## config.mk

```make
export PLATFORM = sky130hd
export DESIGN_NAME = alu_seq
export DESIGN_NICKNAME = d
export VERILOG_FILES = /design/src/rtl/alu_seq.sv
export SDC_FILE = /design/constraint.sdc
export NUM_CORES = 1
export LEC_CHECK = 0
export BUFFER_PORTS_ARGS = -buffer_cell sky130_fd_sc_hd__buf_2
export CAP_MARGIN = 20
export CORE_ASPECT_RATIO = 1.25
export CORE_MARGIN = 4
export CORE_UTILIZATION = 50
export DETAILED_ROUTE_END_ITERATION = 8
export PLACE_DENSITY = 0.68
export SYNTH_ARGS = -nofsm -noshare
export SYNTH_HDL_FRONTEND = slang
export SYNTH_SLANG_ARGS = --single-unit
```

## constraint.sdc

```tcl
create_clock -name clk -period 6.55 [get_ports clk]
set_input_delay 1.31 -clock clk [delete_from_list [all_inputs] [get_ports clk]]
set_output_delay 1.31 -clock clk [all_outputs]
set_load 0.02 [all_outputs]
```

## src/rtl/alu_seq.sv

```systemverilog
// Multi-cycle 8-op ALU with valid/ready handshakes and registered result/flags.
// One op in flight; mul runs an iterative shift-add over WIDTH cycles.
module alu_seq #(
  parameter int WIDTH = 32,
  parameter int SHW   = $clog2(WIDTH)
) (
  input  logic             clk,
  input  logic             rst_n,
  input  logic             in_valid,
  output logic             in_ready,
  input  logic [WIDTH-1:0] a,
  input  logic [WIDTH-1:0] b,
  input  logic [2:0]       opcode,
  output logic             out_valid,
  input  logic             out_ready,
  output logic [WIDTH-1:0] c,
  output logic [2:0]       d
);

  typedef enum logic [2:0] {
    OP_SLA = 3'b000, OP_SRA = 3'b001, OP_ADD = 3'b010, OP_SUB = 3'b011,
    OP_MUL = 3'b100, OP_AND = 3'b101, OP_OR  = 3'b110, OP_NOT = 3'b111
  } op_e;

  typedef enum logic [1:0] {S_IDLE, S_MUL, S_DONE} state_e;

  state_e           state_q, state_d;
  logic [WIDTH-1:0] mcand_q, mcand_d;
  logic [WIDTH-1:0] hi_q, hi_d;   // upper half of the 2*WIDTH accumulator
  logic [WIDTH-1:0] lo_q, lo_d;   // multiplier, shifted out as product bits shift in
  logic [SHW-1:0]   cnt_q, cnt_d;
  logic [WIDTH-1:0] c_q, c_d;
  logic [2:0]       d_q, d_d;

  // Single-cycle ops, evaluated on the raw inputs at the accept edge
  logic [WIDTH-1:0] alu_c;
  logic             alu_cy, alu_ov;
  logic [WIDTH:0]   shl, shr, sum, dif;

  always_comb begin
    shl    = {1'b0, a} << b;
    shr    = $signed({a, 1'b0}) >>> b;
    sum    = {1'b0, a} + {1'b0, b};
    dif    = {1'b0, a} - {1'b0, b};
    alu_c  = '0;
    alu_cy = 1'b0;
    alu_ov = 1'b0;
    case (op_e'(opcode))
      OP_SLA: begin alu_c = shl[WIDTH-1:0]; alu_cy = shl[WIDTH]; end
      // shifted-out bit lands in the guard LSB; s>WIDTH leaves the sign there
      OP_SRA: begin alu_c = shr[WIDTH:1];   alu_cy = shr[0];     end
      OP_ADD: begin
        alu_c  = sum[WIDTH-1:0];
        alu_cy = sum[WIDTH];
        alu_ov = (a[WIDTH-1] == b[WIDTH-1]) && (sum[WIDTH-1] != a[WIDTH-1]);
      end
      OP_SUB: begin
        alu_c  = dif[WIDTH-1:0];
        alu_cy = dif[WIDTH];
        alu_ov = (a[WIDTH-1] != b[WIDTH-1]) && (dif[WIDTH-1] != a[WIDTH-1]);
      end
      OP_AND:  alu_c = a & b;
      OP_OR:   alu_c = a | b;
      OP_NOT:  alu_c = ~a;
      default: alu_c = '0;
    endcase
  end

  // One multiplier bit per cycle: conditional add into hi, then shift right
  logic [WIDTH:0] step;
  assign step = {1'b0, hi_q} + {1'b0, (lo_q[0] ? mcand_q : '0)};

  always_comb begin
    state_d = state_q;
    mcand_d = mcand_q;
    hi_d    = hi_q;
    lo_d    = lo_q;
    cnt_d   = cnt_q;
    c_d     = c_q;
    d_d     = d_q;
    case (state_q)
      S_IDLE: if (in_valid) begin
        if (op_e'(opcode) == OP_MUL) begin
          mcand_d = a;
          lo_d    = b;
          hi_d    = '0;
          cnt_d   = '0;
          state_d = S_MUL;
        end else begin
          c_d     = alu_c;
          d_d     = {alu_ov, alu_cy, alu_c == '0};
          state_d = S_DONE;
        end
      end
      S_MUL: begin
        hi_d  = step[WIDTH:1];
        lo_d  = {step[0], lo_q[WIDTH-1:1]};
        cnt_d = cnt_q + 1'b1;
        if (&cnt_q) begin
          c_d     = lo_d;
          d_d     = {1'b0, hi_d != '0, lo_d == '0};
          state_d = S_DONE;
        end
      end
      S_DONE: if (out_ready) state_d = S_IDLE;
      default: state_d = S_IDLE;
    endcase
  end

  always_ff @(posedge clk) begin
    if (!rst_n) begin
      state_q <= S_IDLE;
      mcand_q <= '0;
      hi_q    <= '0;
      lo_q    <= '0;
      cnt_q   <= '0;
      c_q     <= '0;
      d_q     <= '0;
    end else begin
      state_q <= state_d;
      mcand_q <= mcand_d;
      hi_q    <= hi_d;
      lo_q    <= lo_d;
      cnt_q   <= cnt_d;
      c_q     <= c_d;
      d_q     <= d_d;
    end
  end

  assign in_ready  = (state_q == S_IDLE);
  assign out_valid = (state_q == S_DONE);
  assign c         = c_q;
  assign d         = d_q;

endmodule

```

==> results of run 1 <==
## metal layers
metal | global-route usage, % | part of all wire, % | vias to the layer above | wire [um]
met1 | 52.0 | 38 | 9124 | 30200
li1 | - | - | 8619 | -
met2 | 66.2 | 44 | 1231 | 35100
met4 | 32.7 | 9.5 | 2 | 7630
met3 | 8.16 | 9.3 | 330 | 7510
met5 | 0 | 0.016 | - | 13
## power by group through the flow
stage	Clock (mW)	Combinational [mW]	Sequential, mW
2_1_floorplan	0	0.689	0.920
3_3_place_gp	0	1.12	0.905
6_report	0.996	1.18	0.889
5_1_grt	1.04	1.23	0.892
3_5_place_dp	0	1.11	0.907
4_1_cts	1.00	1.12	0.888
## per-stage QoR
stage                     instances  hold slack, ns  worst slack (ns)
final                          2791           0.449              1.15
after global routing           2791           0.472             0.951
after CTS                      2790           0.450              1.33
after detailed placement       2759           0.444             0.888
after global placement         2759           0.434             0.943
after floorplan                2351           0.432              1.39
## logic make-up after synthesis
logic type | after synthesis | synth area share, %
muxes | 139 | 10.4
xor gates and xnor gates | 59 | 3.09
adders and majority gates | 133 | 10.1
buffers and inverters | 278 | 6.84
and+or+nand+nor | 826 | 22.7
AOI/OAI and AO/OA | 778 | 30.4
DFF | 138 | 16.5
## worst reg2reg max path, delay by kind of cell, from the launching register on
| kind | cells | cell delay (ns) |
|---|---|---|
| AO/OA/AOI/OAI | 6 | 1.38 |
| XOR/XNOR | 1 | 0.25 |
| adder cells (fa/ha/maj) | 2 | 0.71 |
| flip-flops | 1 | 0.61 |
| AND/OR/NAND/NOR | 7 | 2.01 |
## flip-flops by register name (all words and copies together), names as in the netlist
signal   count
lo_q        32
cnt_q        5
state_q      2
c           32
hi_q        32
mcand_q     32
d            3
## cell usage after synthesis (all sizes together) (16+ instances only)
| cell | count | area share, % |
|---|---|---|
| o21ai | 127 | 3.8 |
| ha | 130 | 9.7 |
| mux2i | 93 | 5.7 |
| a21oi | 261 | 7.9 |
| nand2b | 20 | 0.75 |
| nor4 | 26 | 1.3 |
| a21o | 28 | 1.3 |
| inv | 107 | 2.4 |
| o211ai | 22 | 1.0 |
| a22oi | 25 | 1.1 |
| a311oi | 22 | 1.2 |
| a221oi | 16 | 0.98 |
| nor2b | 19 | 0.71 |
| and2 | 41 | 1.5 |
| nand2 | 298 | 6.7 |
| dfxtp | 138 | 17 |
| nand3 | 46 | 1.4 |
| a211oi | 64 | 2.9 |
| buf | 64 | 2.0 |
| mux2 | 24 | 1.7 |
| o21bai | 18 | 0.81 |
| xor2 | 24 | 1.3 |
| nor2 | 250 | 5.6 |
| mux4 | 22 | 3.0 |
| o22ai | 46 | 1.8 |
| nand4 | 17 | 0.71 |
| a31oi | 38 | 1.5 |
| nor3 | 52 | 1.6 |
| xnor2 | 35 | 1.8 |
| clkbuf | 105 | 2.4 |
## worst paths after layout
check                           startpoint    end  slack [ns]
worst min-delay path                 c[10]  c[10]        0.45
worst min register to register       c[10]  c[10]        0.45
worst max register to register     lo_q[0]   d[1]        1.50
worst max-delay path                  b[2]   d[0]        1.15
## cell usage in the layout, fill, tap and decap left out, types with 9 or more instances in the layout
master     Yosys  final
buf_2         29    106
and3_1        13     13
nor4_1        19     19
a31oi_1       37     37
o211ai_1      21     21
or2_2          9      9
a311oi_1      22     22
o22ai_1       45     45
mux4_2        21     21
and2_1        41     41
nor2b_1       19     17
o21a_1         9      9
o21ai_0      118    118
nand2_1      297    297
or3_1         10     10
mux2i_1       91     91
clkbuf_16      0     17
a22oi_1       25     25
a211oi_1      62     62
a221oi_1      14     14
nand2b_1      20     18
nand3_1       46     46
inv_1        105    104
nor3_1        52     52
o21bai_1      18     18
xor2_1        24     24
nor2_1       250    249
dfxtp_1      138    138
a21o_1        28     28
nand4_1       15     15
mux2_2        19     19
buf_4          5     52
o221ai_1      10     10
a21oi_1      257    257
xnor2_1       35     35
ha_1         130    130
## final cells by class
cell class	instances	area, um2	share of cell area [%]
Multi-Input combinational cell	1935	12800	71.0
Sequential cell	138	2760	15.3
Timing Repair Buffer	160	948	5.24
Tap cell	418	523	2.89
Clock buffer	17	425	2.35
Inverter	109	412	2.28
Clock inverter	14	174	0.962
==> reports/metrics.csv, run 1 <==
stage,metric,value,unit
global_routing,vias in the first global route,18382,
die,Die H,212,um
min_path,hold path cells,2,
sta,period utilisation layout,82.4,%
detailed_routing,Initial DRC Count,2581,
synthesis,Post-synth EDFFs,0,
setup_path,data required time of the worst path,6.90,ns
die,io pins,108,
power_and_ir_drop,Sw Ratio,40.1,%
clock_tree,clk_lat worst skew,0.44,ns
clock_tree,CTS Root Cell,clkbuf_16,
clock_tree,post-cts resize count,0,
setup_path,CP peak stage delay,0.91,ns
setup_path,CP arrival,5.74,ns
clock_tree,Setup Buffers After CTS,0,
layout,"Core Util, Final",55.0,%
outcome,outcome,finished clean,
sta,final hold vios,0,
synthesis,sequential share of the synthesized area,16.5,%
sta,post-route minimum period,5.40,ns
die,Core Region,0.0329,mm2
setup_path,Crit Path Category,input port to register,
detailed_routing,drt first pass iters,8,
power_and_ir_drop,Comb pwr share,38.4,%
setup_path,CP most frequent cell,nand4_1,
layout,share of cells above drive strength 1,12.1,%
synthesis,Netlist cell types,105,
setup_path,crit path buf inv count,1,
power_and_ir_drop,total power,3.06,mW
global_routing,initial antenna violation count,1,
clock_tree,CTS Buf Count,17,
sta,TNS Setup,0,ns
place,Port Buf Inserts,107,
power_and_ir_drop,Cell Int Power,1.83,mW
global_routing,global-route wire length before repair,118000,um
sta,Worst Tran Pin Value,1.37,ns
sta,"Slew Viols, Final",0,
global_routing,largest net degree at the start of global routing,106,
setup_path,Worst setup SP type,input port,
place,gpl congestion,1.15,
setup_path,Crit. End Element,register,
synthesis,Post-Syn Instances,2351,
sta,unrepaired setup endpoints after global routing,false,
synthesis,Synth Net Count,2555,
power_and_ir_drop,clock share of power,32.6,%
power_and_ir_drop,VDD IR max,0.000184,V
clock_tree,Clock transition at path regs,0.06,ns
flow_run,max_cap viols,0,
synthesis,Syn. warnings,0,
die,std cell rows,74,
sta,fmax,185,MHz
setup_path,FF-to-FF path depth,16,
sta,clock skew,0.00907,ns
global_routing,GRT Total Usage,42.7,%
layout,Ant. Diodes,0,
clock_tree,clock tree buffer depth,2,
synthesis,Mean Syn Cell Area,7.11,um2
synthesis,Synth Flop Type,dfxtp_1,
detailed_routing,routed length per placed instance,28.8,um
synthesis,Mapped Area,0.0167,mm2
sta,Max-slew headroom,8.98,%
power_and_ir_drop,LEAKAGE,7.62,nW
die,die footprint,0.0365,mm2
clock_tree,Clock Sinks,138,
clock_tree,# hold bufs at CTS,0,
detailed_routing,DRC violation count after routing,0,
clock_tree,CTS tree,yes,
setup_path,CP Cell Sequence,buf_2 -> nor2_1 -> nand4_1 -> nor2_1 -> mux2i_1 -> o221ai_1 -> o2111ai_1 -> nor4_1 -> nand4_1 -> nor4_2 -> nand4b_1 -> nor4_1 -> nand4_1 -> o32ai_2,
layout,design area,0.0181,mm2
min_path,Hold WC Path Type,register to register,
power_and_ir_drop,Sequential Power Share,29.0,%
die,die width,172,um
layout,Layout fillers,3246,
global_routing,total gr overflow,0,
setup_path,"CP delay by family, top",simple AND/OR/NAND/NOR gates,
clock_tree,H-tree level count,4,
power_and_ir_drop,Psw,1.23,mW
die,Starting Density,50.9,%
layout,post-layout net count,2565,
detailed_routing,final WL,80500,um
place,DP HPWL,61000,um
setup_path,"critical path fanouts, max",17,
synthesis,Synth async-reset ratio,0,%
detailed_routing,via/cell ratio,6.92,
setup_path,slowest CP cell,nor2_1,
sta,Final setup viols,0,
power_and_ir_drop,PwrDens,169,mW/mm2
place,placed cell area,0.0175,mm2
synthesis,post-synthesis register bit count,138,
layout,Synth-to-Final Area Change,8.14,%
setup_path,WP depth,14,
detailed_routing,vias,19306,
detailed_routing,number of routed nets with antenna violations,0,
No activity file was read; power rests on OpenSTA's default activity.
==> inputs of run 2 (changes only) <==
==> constraint.sdc (replaced) <==
create_clock -name clk -period 5.35 [get_ports clk]
set_input_delay 1.07 -clock clk [delete_from_list [all_inputs] [get_ports clk]]
set_output_delay 1.07 -clock clk [all_outputs]
set_load 0.02 [all_outputs]
==> run 2 against run 1 <==
- global-route usage is 0.44 points lower
- critical path type unchanged
- critical endpoint unchanged
- hold slack got worse by 0.0042 ns
- final cell count up 3.0%
- total power increased by 25%
- combinational power is 27% higher
- cell area rose by 3.6%
- die area unchanged
- clock skew up 0.00096 ns
- non-clock buffer count grew 82
- critical path depth is 2 higher
- setup slack worse by 0.82 ns
==> reports/metrics.csv, run 2 (synthesis results as in run 1) <==
stage,metric,value,unit
sta,TNS Setup,0,ns
detailed_routing,drt first pass iters,6,
setup_path,CP arrival,5.37,ns
clock_tree,Setup Buffers After CTS,0,
clock_tree,CTS tree,yes,
sta,final hold vios,0,
layout,Synth-to-Final Area Change,12.1,%
place,gpl congestion,1.17,
global_routing,vias in the first global route,18656,
place,Port Buf Inserts,107,
power_and_ir_drop,VDD IR max,0.000230,V
sta,Max-slew headroom,24.7,%
detailed_routing,DRC violation count after routing,0,
setup_path,Worst setup SP type,input port,
setup_path,Crit Path Category,input port to register,
layout,Layout fillers,3231,
detailed_routing,via/cell ratio,6.82,
power_and_ir_drop,PwrDens,204,mW/mm2
global_routing,total gr overflow,0,
detailed_routing,vias,19619,
sta,clock skew,0.0100,ns
detailed_routing,Initial DRC Count,2305,
outcome,outcome,finished clean,
global_routing,largest net degree at the start of global routing,88,
die,std cell rows,74,
detailed_routing,routed length per placed instance,27.5,um
clock_tree,clock tree buffer depth,2,
sta,period utilisation layout,93.8,%
sta,Worst Tran Pin Value,1.12,ns
die,die footprint,0.0365,mm2
die,Core Region,0.0329,mm2
setup_path,"critical path fanouts, max",39,
clock_tree,clk_lat worst skew,0.44,ns
global_routing,global-route wire length before repair,117000,um
layout,post-layout net count,2647,
global_routing,initial antenna violation count,1,
clock_tree,post-cts resize count,0,
setup_path,Crit. End Element,register,
global_routing,GRT Total Usage,42.3,%
place,DP HPWL,62000,um
power_and_ir_drop,LEAKAGE,8.03,nW
clock_tree,Clock Sinks,138,
sta,fmax,199,MHz
clock_tree,CTS Buf Count,17,
sta,post-route minimum period,5.02,ns
detailed_routing,number of routed nets with antenna violations,0,
clock_tree,# hold bufs at CTS,0,
clock_tree,H-tree level count,4,
clock_tree,Clock transition at path regs,0.07,ns
sta,Final setup viols,0,
die,io pins,108,
detailed_routing,final WL,79100,um
layout,"most common cell after layout, fill and taps aside",nand2_1,
layout,"commonest non-fill, non-tap cells in the layout","nand2_1, a21oi_1, nor2_1, dfxtp_1, buf_4",
sta,"Slew Viols, Final",0,
die,die width,172,um
sta,unrepaired setup endpoints after global routing,false,
die,Die H,212,um
flow_run,max_cap viols,0,
die,Starting Density,50.9,%
clock_tree,CTS Root Cell,clkbuf_16,
sta,fin worst setup slack,0.331,ns
layout,share of cells above drive strength 1,14.9,%
min_path,Hold WC Path Type,register to register,
place,DP Worst Slack,0.153,ns
setup_path,data required time of the worst path,5.70,ns
-- run 2: cell types whose count changed in the layout (fill, tap and decap cells not counted), sizes merged --
cell | previous run | this run
buf | 159 | 242
clkinv | 8 | 4
diode | 0 | 1
clkinvlp | 4 | 3
clkbuf | 18 | 23
-- run 2: area by class of cell --
class	instances	area (um2)	share of cell area [%]
diodes	1	2.50	0.0134
clock inverters	9	139	0.741
multi-input cells	1935	12800	68.5
clock buffers	23	468	2.50
flip-flops and latches	138	2760	14.7
well taps	418	523	2.79
inverters	109	412	2.20
repair buffers	242	1600	8.54
-- run 2: critical path, stage by stage --
cell      delay (ns)
buf_4           0.27
buf_12          0.28
mux4_2          0.55
mux2_2          0.32
nor2_1          0.18
o31ai_1         0.13
o211ai_1        0.11
o311a_1         0.35
nor4b_2         0.50
nand4_1         0.34
nor4_2          0.24
nand4b_1        0.17
nor4_1          0.29
buf_4           0.17
nand4_1         0.11
o32ai_2         0.27
-- run 2: where the power goes --
group          total (mW)  switching (mW)  internal, mW
logic                1.50            1.00         0.504
clock network        1.23           0.473         0.761
registers            1.09          0.0248          1.06
-- run 2: final timing paths --
check | start | end | slack, ns | cells after the start
worst min-delay path | c[6] | c[6] | 0.44 | 2
worst min register to register | c[6] | c[6] | 0.44 | 2
worst max register to register | lo_q[0] | d[1] | 0.64 | 15
worst max-delay path | b[0] | d[0] | 0.33 | 16
-- run 2: layer usage --
layer	vias to the layer above	global-route usage, %	wire length [um]
met2	1258	65.3	34400
met5	-	0	0
met4	0	32.4	7650
met1	9252	52.4	29700
met3	344	6.68	7390
li1	8765	-	-
-- run 2: per-stage QoR --
| step | std cells | util, % | power [mW] | area, um2 | hold slack [ns] |
|---|---|---|---|---|---|
| 2_1_floorplan | 2351 | - | 1.97 | 16700 | 0.432 |
| 6_report | 2875 | 57.0 | 3.83 | 18700 | 0.444 |
| 5_1_grt | 2875 | 57.0 | 3.94 | 18700 | 0.468 |
| 3_5_place_dp | 2842 | 55.2 | 2.54 | 18100 | 0.440 |
| 4_1_cts | 2874 | 57.0 | 3.77 | 18700 | 0.448 |
| 3_3_place_gp | 2842 | 55.2 | 2.54 | 18100 | 0.436 |
